File: src/rtl/key_step_debounce.sv
// key_step_debounce: turns the raw active-low single-step push-button into one clean processor
// clock pulse of fixed width plus a one-cycle strobe, and counts the accepted steps.
//
// Ports:
//   clk         in   board clock
//   rst         in   asynchronous active-low reset
//   key_n       in   raw button, asynchronous, 0 = pressed
//   step_clk    out  clean processor clock, high for STEP_HIGH cycles per step
//   step_pulse  out  one-cycle strobe coincident with the step_clk rising edge
//   key_pressed out  debounced key state, 1 = pressed
//   step_count  out  number of accepted steps, wraps at 16 bits
//
// Build option: define KEY_STEP_AUTO_REPEAT_EN to auto-repeat steps while the key is held
// (first repeat REPEAT_DELAY cycles after the press step, then every REPEAT_PERIOD cycles).
module key_step_debounce #(
  parameter int unsigned DEBOUNCE_CYCLES = 1000000,
  parameter int unsigned STEP_HIGH       = 25,
  parameter int unsigned REPEAT_DELAY    = 25000000,
  parameter int unsigned REPEAT_PERIOD   = 5000000,
  parameter int unsigned CNT_W           = 25
) (
  input  logic        clk,
  input  logic        rst,
  input  logic        key_n,
  output logic        step_clk,
  output logic        step_pulse,
  output logic        key_pressed,
  output logic [15:0] step_count
);

  // Elaboration-time sanity checks on the configuration.
  if (DEBOUNCE_CYCLES < 2) begin : g_bad_debounce
    $error("DEBOUNCE_CYCLES must be at least 2");
  end
  if (STEP_HIGH < 1) begin : g_bad_step_high
    $error("STEP_HIGH must be at least 1");
  end
  if (REPEAT_DELAY < 1 || REPEAT_PERIOD <= 2 * STEP_HIGH) begin : g_bad_repeat
    $error("REPEAT_DELAY must be >= 1 and REPEAT_PERIOD > 2*STEP_HIGH");
  end

  localparam logic [CNT_W-1:0] DebLast  = CNT_W'(DEBOUNCE_CYCLES - 1);
  localparam logic [CNT_W-1:0] HighLast = CNT_W'(STEP_HIGH - 1);

  typedef enum logic [1:0] {StReleased, StPressWait, StPressed, StReleaseWait} state_e;

  state_e             state_q, state_d;
  logic               sync1_q, sync2_q;
  logic [CNT_W-1:0]   deb_cnt_q, deb_cnt_d;
  logic [CNT_W-1:0]   hi_cnt_q, hi_cnt_d;
  logic               step_clk_q, step_clk_d;
  logic               step_pulse_q, step_pulse_d;
  logic               key_pressed_q, key_pressed_d;
  logic [15:0]        step_count_q, step_count_d;
  logic               press_fire;
  logic               repeat_fire;

  // Debounce FSM; the counter holds the number of consecutive cycles seen at the new level.
  always_comb begin
    state_d    = state_q;
    deb_cnt_d  = deb_cnt_q;
    press_fire = 1'b0;
    unique case (state_q)
      StReleased: begin
        if (!sync2_q) begin
          state_d   = StPressWait;
          deb_cnt_d = CNT_W'(1);
        end
      end
      StPressWait: begin
        if (sync2_q) begin
          state_d   = StReleased;
          deb_cnt_d = '0;
        end else if (deb_cnt_q == DebLast) begin
          state_d    = StPressed;
          deb_cnt_d  = '0;
          press_fire = 1'b1;
        end else begin
          deb_cnt_d = deb_cnt_q + CNT_W'(1);
        end
      end
      StPressed: begin
        if (sync2_q) begin
          state_d   = StReleaseWait;
          deb_cnt_d = CNT_W'(1);
        end
      end
      StReleaseWait: begin
        if (!sync2_q) begin
          state_d   = StPressed;
          deb_cnt_d = '0;
        end else if (deb_cnt_q == DebLast) begin
          state_d   = StReleased;
          deb_cnt_d = '0;
        end else begin
          deb_cnt_d = deb_cnt_q + CNT_W'(1);
        end
      end
      default: begin
        state_d   = StReleased;
        deb_cnt_d = '0;
      end
    endcase
    key_pressed_d = (state_d == StPressed) || (state_d == StReleaseWait);
  end

`ifdef KEY_STEP_AUTO_REPEAT_EN
  localparam logic [CNT_W-1:0] DelayLast  = CNT_W'(REPEAT_DELAY - 1);
  localparam logic [CNT_W-1:0] PeriodLast = CNT_W'(REPEAT_PERIOD - 1);

  logic [CNT_W-1:0] hold_cnt_q, hold_cnt_d;

  // Hold counter counts down to the next repeat; it is zero whenever not in StPressed and is
  // reloaded with the initial delay on every entry to StPressed.
  always_comb begin
    hold_cnt_d  = '0;
    repeat_fire = 1'b0;
    if (state_d == StPressed) begin
      if (state_q != StPressed) begin
        hold_cnt_d = DelayLast;
      end else if (hold_cnt_q == '0) begin
        repeat_fire = 1'b1;
        hold_cnt_d  = PeriodLast;
      end else begin
        hold_cnt_d = hold_cnt_q - CNT_W'(1);
      end
    end
  end

  always_ff @(posedge clk or negedge rst) begin
    if (!rst) begin
      hold_cnt_q <= '0;
    end else begin
      hold_cnt_q <= hold_cnt_d;
    end
  end
`else
  assign repeat_fire = 1'b0;
`endif

  // Step generator: a fire request while step_clk is still high is dropped.
  always_comb begin
    step_clk_d   = step_clk_q;
    step_pulse_d = 1'b0;
    hi_cnt_d     = hi_cnt_q;
    step_count_d = step_count_q;
    if (step_clk_q) begin
      if (hi_cnt_q == '0) begin
        step_clk_d = 1'b0;
      end else begin
        hi_cnt_d = hi_cnt_q - CNT_W'(1);
      end
    end else if (press_fire || repeat_fire) begin
      step_clk_d   = 1'b1;
      step_pulse_d = 1'b1;
      hi_cnt_d     = HighLast;
      step_count_d = step_count_q + 16'd1;
    end
  end

  always_ff @(posedge clk or negedge rst) begin
    if (!rst) begin
      sync1_q       <= 1'b1;
      sync2_q       <= 1'b1;
      state_q       <= StReleased;
      deb_cnt_q     <= '0;
      hi_cnt_q      <= '0;
      step_clk_q    <= 1'b0;
      step_pulse_q  <= 1'b0;
      key_pressed_q <= 1'b0;
      step_count_q  <= '0;
    end else begin
      sync1_q       <= key_n;
      sync2_q       <= sync1_q;
      state_q       <= state_d;
      deb_cnt_q     <= deb_cnt_d;
      hi_cnt_q      <= hi_cnt_d;
      step_clk_q    <= step_clk_d;
      step_pulse_q  <= step_pulse_d;
      key_pressed_q <= key_pressed_d;
      step_count_q  <= step_count_d;
    end
  end

  assign step_clk    = step_clk_q;
  assign step_pulse  = step_pulse_q;
  assign key_pressed = key_pressed_q;
  assign step_count  = step_count_q;

endmodule

File: config.mk
export PLATFORM = sky130hd
export DESIGN_NAME = key_step_debounce
export DESIGN_NICKNAME = d
export VERILOG_FILES = /design/src/rtl/key_step_debounce.sv
export SDC_FILE = /design/constraint.sdc
export NUM_CORES = 1
export LEC_CHECK = 0
export CORE_AREA = 3 3 106 108
export CTS_BUF_LIST = sky130_fd_sc_hd__clkbuf_2
export DETAILED_ROUTE_END_ITERATION = 6
export DIE_AREA = 0 0 109 111
export MAX_ROUTING_LAYER = met4
export PLACE_DENSITY = 0.59
export REMOVE_ABC_BUFFERS = 1
export SLEW_MARGIN = 20
export SYNTH_ARGS = -nofsm -noshare
export SYNTH_HDL_FRONTEND = slang
export SYNTH_SLANG_ARGS = --single-unit
File: constraint.sdc
create_clock -name clk -period 3.1 [get_ports clk]
set_input_delay 0.62 -clock clk [delete_from_list [all_inputs] [get_ports clk]]
set_output_delay 0.62 -clock clk [all_outputs]
set_load 0.1 [all_outputs]
Yosys cells after proc, flatten, opt, wreduce, memory -nomap -nowiden:

Index checks and enable logic that the tools add are counted.

* register bits: 73
* input port bits: 3

* add/subtract/negate cells: 3
* equality and inequality tests: 9
* multiplexer cells: 23
* bitwise logic cells: 1
* reduce and logical (&&, ||, !) cells: 7

Operators with widths (count)
* 25-bit two-way mux: 8
* 25-bit one-hot mux with 4 select lines: 1
* 25-bit by 1-bit adder with 25-bit output, second input constant: 1
* 25-bit by 20-bit == test with 1-bit output, second input constant: 1
* 25-bit zero test: 1
* 25-bit by 1-bit subtractor with 25-bit output, second input constant: 1
* 16-bit by 1-bit adder with 16-bit output, second input constant: 1
* 2-bit two-way mux: 6
* 2-bit == test, second input constant: 4
* 2-bit one-hot mux with 4 select lines: 1
* 1-bit two-way mux: 7
* 2-bit != test, second input constant: 3
* 2-bit AND reduction: 3
* 2-bit by 1-bit == test with 1-bit output, second input constant: 1
* 2-bit zero test: 1
* 2-bit nonzero test: 1
* 1-bit logical OR: 1
* 1-bit inverter: 1

Depth between registers and ports, before layout:

* depth in word-level cells: 6
* mapped depth: 9
* gate-level depth less buffers: 8

Worst setup path before layout:

No wires, ideal clock.

* path kind: reg-to-reg
* start point: reg hi_cnt_q[6]
* end point: reg hi_cnt_q[16]
* library setup time: 0.131 ns
* data arrival time: 2.504 ns
* data required time: 2.969 ns
* path slack: 0.466 ns
* cell stages (with the launch flop): 8
* buffers on the path: 1
* period minus slack after synthesis: 2.634 ns
* path through: dfrtp_1 > or4_1 > clkbuf_2 > or4_4 > or3b_4 > or3_1 > xor2_1 > nor2_2

* longest elaborated chain between the ends: 3

Ends and longest elaborated chain
* from (decl): line 50 `logic [CNT_W-1:0] hi_cnt_q, hi_cnt_d;`
* from (signal assigned): line 177 `hi_cnt_q <= hi_cnt_d;`
* 25-bit by 1-bit subtractor with 25-bit output or 25-bit zero test (tied branches): line 151, 148
* 25-bit two-way mux or 2-bit != test (tied branches)
* 25-bit two-way mux or 2-bit AND reduction (tied branches)

Parallel ways exist; a longest one is shown, timed or not. The select of a mux whose other input is x is not followed.
A chain may end at the register's enable or synchronous reset.

Worst setup path after layout:

* start point: reg deb_cnt_q[0]
* end point: reg step_count_q[14] (netlist: step_count[14])

* longest elaborated chain between the ends: 5

Ends and longest elaborated chain
* from (decl): line 49 `logic [CNT_W-1:0] deb_cnt_q, deb_cnt_d;`
* from (signal assigned): line 176 `deb_cnt_q <= deb_cnt_d;`
* 25-bit by 20-bit == test with 1-bit output: line 74 `end else if (deb_cnt_q == DebLast) begin`
* 1-bit two-way mux: line 74
* 1-bit two-way mux: line 71 `if (sync2_q) begin`
* 1-bit two-way mux: line 63 `unique case (state_q)`
* 2-bit AND reduction (no line)
* to (signal assigned): line 181 `step_count_q <= step_count_d;`
* to (decl): line 54 `logic [15:0] step_count_q, step_count_d;`

Every way passes these cells.

==> impl_metrics.env <==
export IMPL_io_pins=22
export IMPL_final_util_pct=39.1
export IMPL_synth_cells=378
export IMPL_die_area_mm2=0.0121
export IMPL_ant_nets=0
export IMPL_drv_slew=0
export IMPL_first_pass_iters=4
export IMPL_worst_endpoint_required_ns=3.53
export IMPL_gp_congestion=0.844
export IMPL_fin_skew_ns=0.0215
export IMPL_port_buffers=21
export IMPL_crit_chain="ha_1, and4_1, nand2_1, or4_1, or2_2, nor4_1, xor2_1"
export IMPL_critPathSlowestCell="or4_1"
export IMPL_postCtsSetupBuffers=0
export IMPL_post_dp_cell_area_mm2=0.00395
export IMPL_critPathMaxFanout=12
export IMPL_rows=37
export IMPL_startpoint_type="flip-flop"
export IMPL_gr_total_overflow=0
export IMPL_max_freq_mhz=360
export IMPL_grt_pass1_wl_um=13300
export IMPL_critPathCaptureType="flip-flop"
export IMPL_yosysMostFrequentCell="dfrtp_1"
export IMPL_vias=2892
export IMPL_ys_ff_latch=73
export IMPL_drc=0
export IMPL_syn_area_mm2=0.00360
export IMPL_yosys_top_cells_count="dfrtp_1 (71), o21ai_0 (39), nor2_1 (33)"
export IMPL_cts_resized=0
export IMPL_seqCellArea_mm2=0.00183
export IMPL_first_iter_violations=113
export IMPL_fin_area_mm2=0.00404
export IMPL_rsz0062_at_grt="no"
export IMPL_synth_top_cell_by_area="dfrtp_1"
export IMPL_core_area_mm2=0.0103
export IMPL_final_nets=412
export IMPL_crit_buf_inv=0
export IMPL_synth_top_cell_area_share_pct=49.4
export IMPL_leakage_nw=1.90
export IMPL_n_antenna_cell=0
export IMPL_post_drt_wl_per_cell_um=14.0
export IMPL_synth_avg_cell_area_um2=9.52
export IMPL_run_status="complete, no violations"
export IMPL_post_route_period_util_pct=89.7
export IMPL_start_util_pct=34.9
export IMPL_finalSetupTns_ns=0
export IMPL_max_vdd_ir_drop_mv=0.205
export IMPL_cts_tree="done"
export IMPL_cts_buffers=9
export IMPL_clk_latency_ns=0.50
export IMPL_hold_violations=0
export IMPL_grt_pass1_vias=2747
export IMPL_setup_viol=0
export IMPL_synth_ff_type="dfrtp_1"
export IMPL_ff2ff_path_depth=7
export IMPL_synth_seq_area_share_pct=50.8
export IMPL_totalPowerFinal_mw=1.48
export IMPL_fp_dieH_um=111
export IMPL_tightest_slew_ns=0.921
export IMPL_synthArstFlopShare_pct=100
export IMPL_dp_hpwl_um=5150
export IMPL_finalCriticalPeriod_ns=2.78
export IMPL_cp_arrival_ns=3.21
export IMPL_cts_max_level=3
export IMPL_filler_cell_count=1033
export IMPL_grt_use_total_pct=13.9
export IMPL_yosysUniqueCellTypes=41
export IMPL_cts_sinks=73
export IMPL_crit_type="reg2reg"
export IMPL_synth_edff_count=0
export IMPL_clk_pin_slew_ns=0.20
export IMPL_maxCapViolations=0
export IMPL_max_stage_delay_ns=0.63
export IMPL_multi_input_comb_area_mm2=0.00169
export IMPL_worst_path_stages=7
export IMPL_max_slew_margin_pct=38.6
export IMPL_antenna_found_initial=0
export IMPL_crit_start="deb_cnt_q[0]"
export IMPL_hold_class="in2async"
export IMPL_hold_buffers=0
export IMPL_critPathTopFamily="simple AND/OR/NAND/NOR gates"
export IMPL_postRouteWirelength_um=7660
export IMPL_max_clock_path_buffers=2
export IMPL_clockRootBuffer="clkbuf_2"
export IMPL_vias_per_cell=5.29
export IMPL_powerDensity_mw_per_mm2=365
export IMPL_yosys_top_cells_area="dfrtp_1 (49%), o21ai_0 (5.4%), xnor2_1 (5.4%), nor4_1 (3.5%), nor2_1 (3.4%)"
export IMPL_layout_drive_gt1_share_pct=13.9
export IMPL_die_w_um=109
export IMPL_area_growth_syn_to_layout_pct=12.1
export IMPL_hold_ws_ns=0.198
export IMPL_grt_max_degree=74
export IMPL_ys_warn_count=0
export IMPL_reg2reg_from="deb_cnt_q[0]"
==> layer usage <==
metal  wire [µm]  global-route usage, %  part of all wire, %
met1        3920                   20.1                   51
met2        3300                   18.9                   43
met3         343                   4.02                  4.5
met4         104                   4.12                  1.4
met5           0                      -                    0
==> area by class of cell <==
class	instances	area share, %
sequential	73	45.3
timing repair buffer	31	5.83
clock inverter	6	0.899
clock buffer	10	1.24
tap	136	4.22
inverter	7	0.651
multi-input combinational	284	41.8
==> metrics by stage <==
stage	setup WS (ns)	cells
after floorplan	0.202	364
after global placement	0.404	531
after detailed placement	0.379	531
after CTS	0.332	547
after global routing	0.171	547
final	0.318	547
==> cells in the final DEF, fill, tap and decap left out, types with 4 or more instances in the layout <==
| master | count |
|---|---|
| inv_1 | 7 |
| clkbuf_2 | 10 |
| dfrtp_1 | 71 |
| nor4_1 | 20 |
| nand2_1 | 32 |
| nor3_1 | 13 |
| and3_1 | 11 |
| nor2_1 | 33 |
| or2_2 | 5 |
| nand4_1 | 11 |
| a21oi_1 | 11 |
| a31oi_1 | 12 |
| or3_1 | 8 |
| xnor2_1 | 22 |
| nand3_1 | 19 |
| and2_1 | 4 |
| o21ai_0 | 39 |
| buf_4 | 30 |
| xor2_1 | 13 |
==> path summary, 6_finish.rpt <==
path | endpoint | slack [ns]
min in group clk | sync2_q | 0.37
worst max register to register | step_count[14] | 0.32
worst max-delay path | step_count[14] | 0.32
max in group asynchronous | hi_cnt_q[24] | 2.28
worst min register to register | sync2_q | 0.37
worst min-delay path | hi_cnt_q[15] | 0.20
==> logic make-up (layout without fill, tap and decap cells) <==
kind of cell / Yosys count / count (layout) / share of synthesized area [%]
AOI/OAI and AO/OA: 74 / 74 / 11.7
and+or+nand+nor: 172 / 172 / 25.7
adders and majority gates: 3 / 3 / 1.04
buffers and inverters: 21 / 54 / 2.26
DFF: 73 / 73 / 50.8
xor gates and xnor gates: 35 / 35 / 8.52
==> registers in the layout, summed over array words and instances, names as in the netlist <==
register	cells
deb_cnt_q	25
hi_cnt_q	25
step_count	16
state_q	2
key_pressed	1
step_clk	1
step_pulse	1
sync1_q	1
sync2_q	1
==> report_power, final <==
group | leakage, nW | internal (mW) | switching, mW
clock network | 0.0530 | 0.103 | 0.339
registers | 1.01 | 0.962 | 0.00866
logic | 0.837 | 0.0184 | 0.0440
total | 1.90 | 1.08 | 0.391
No activity file was read; power rests on OpenSTA's default activity.
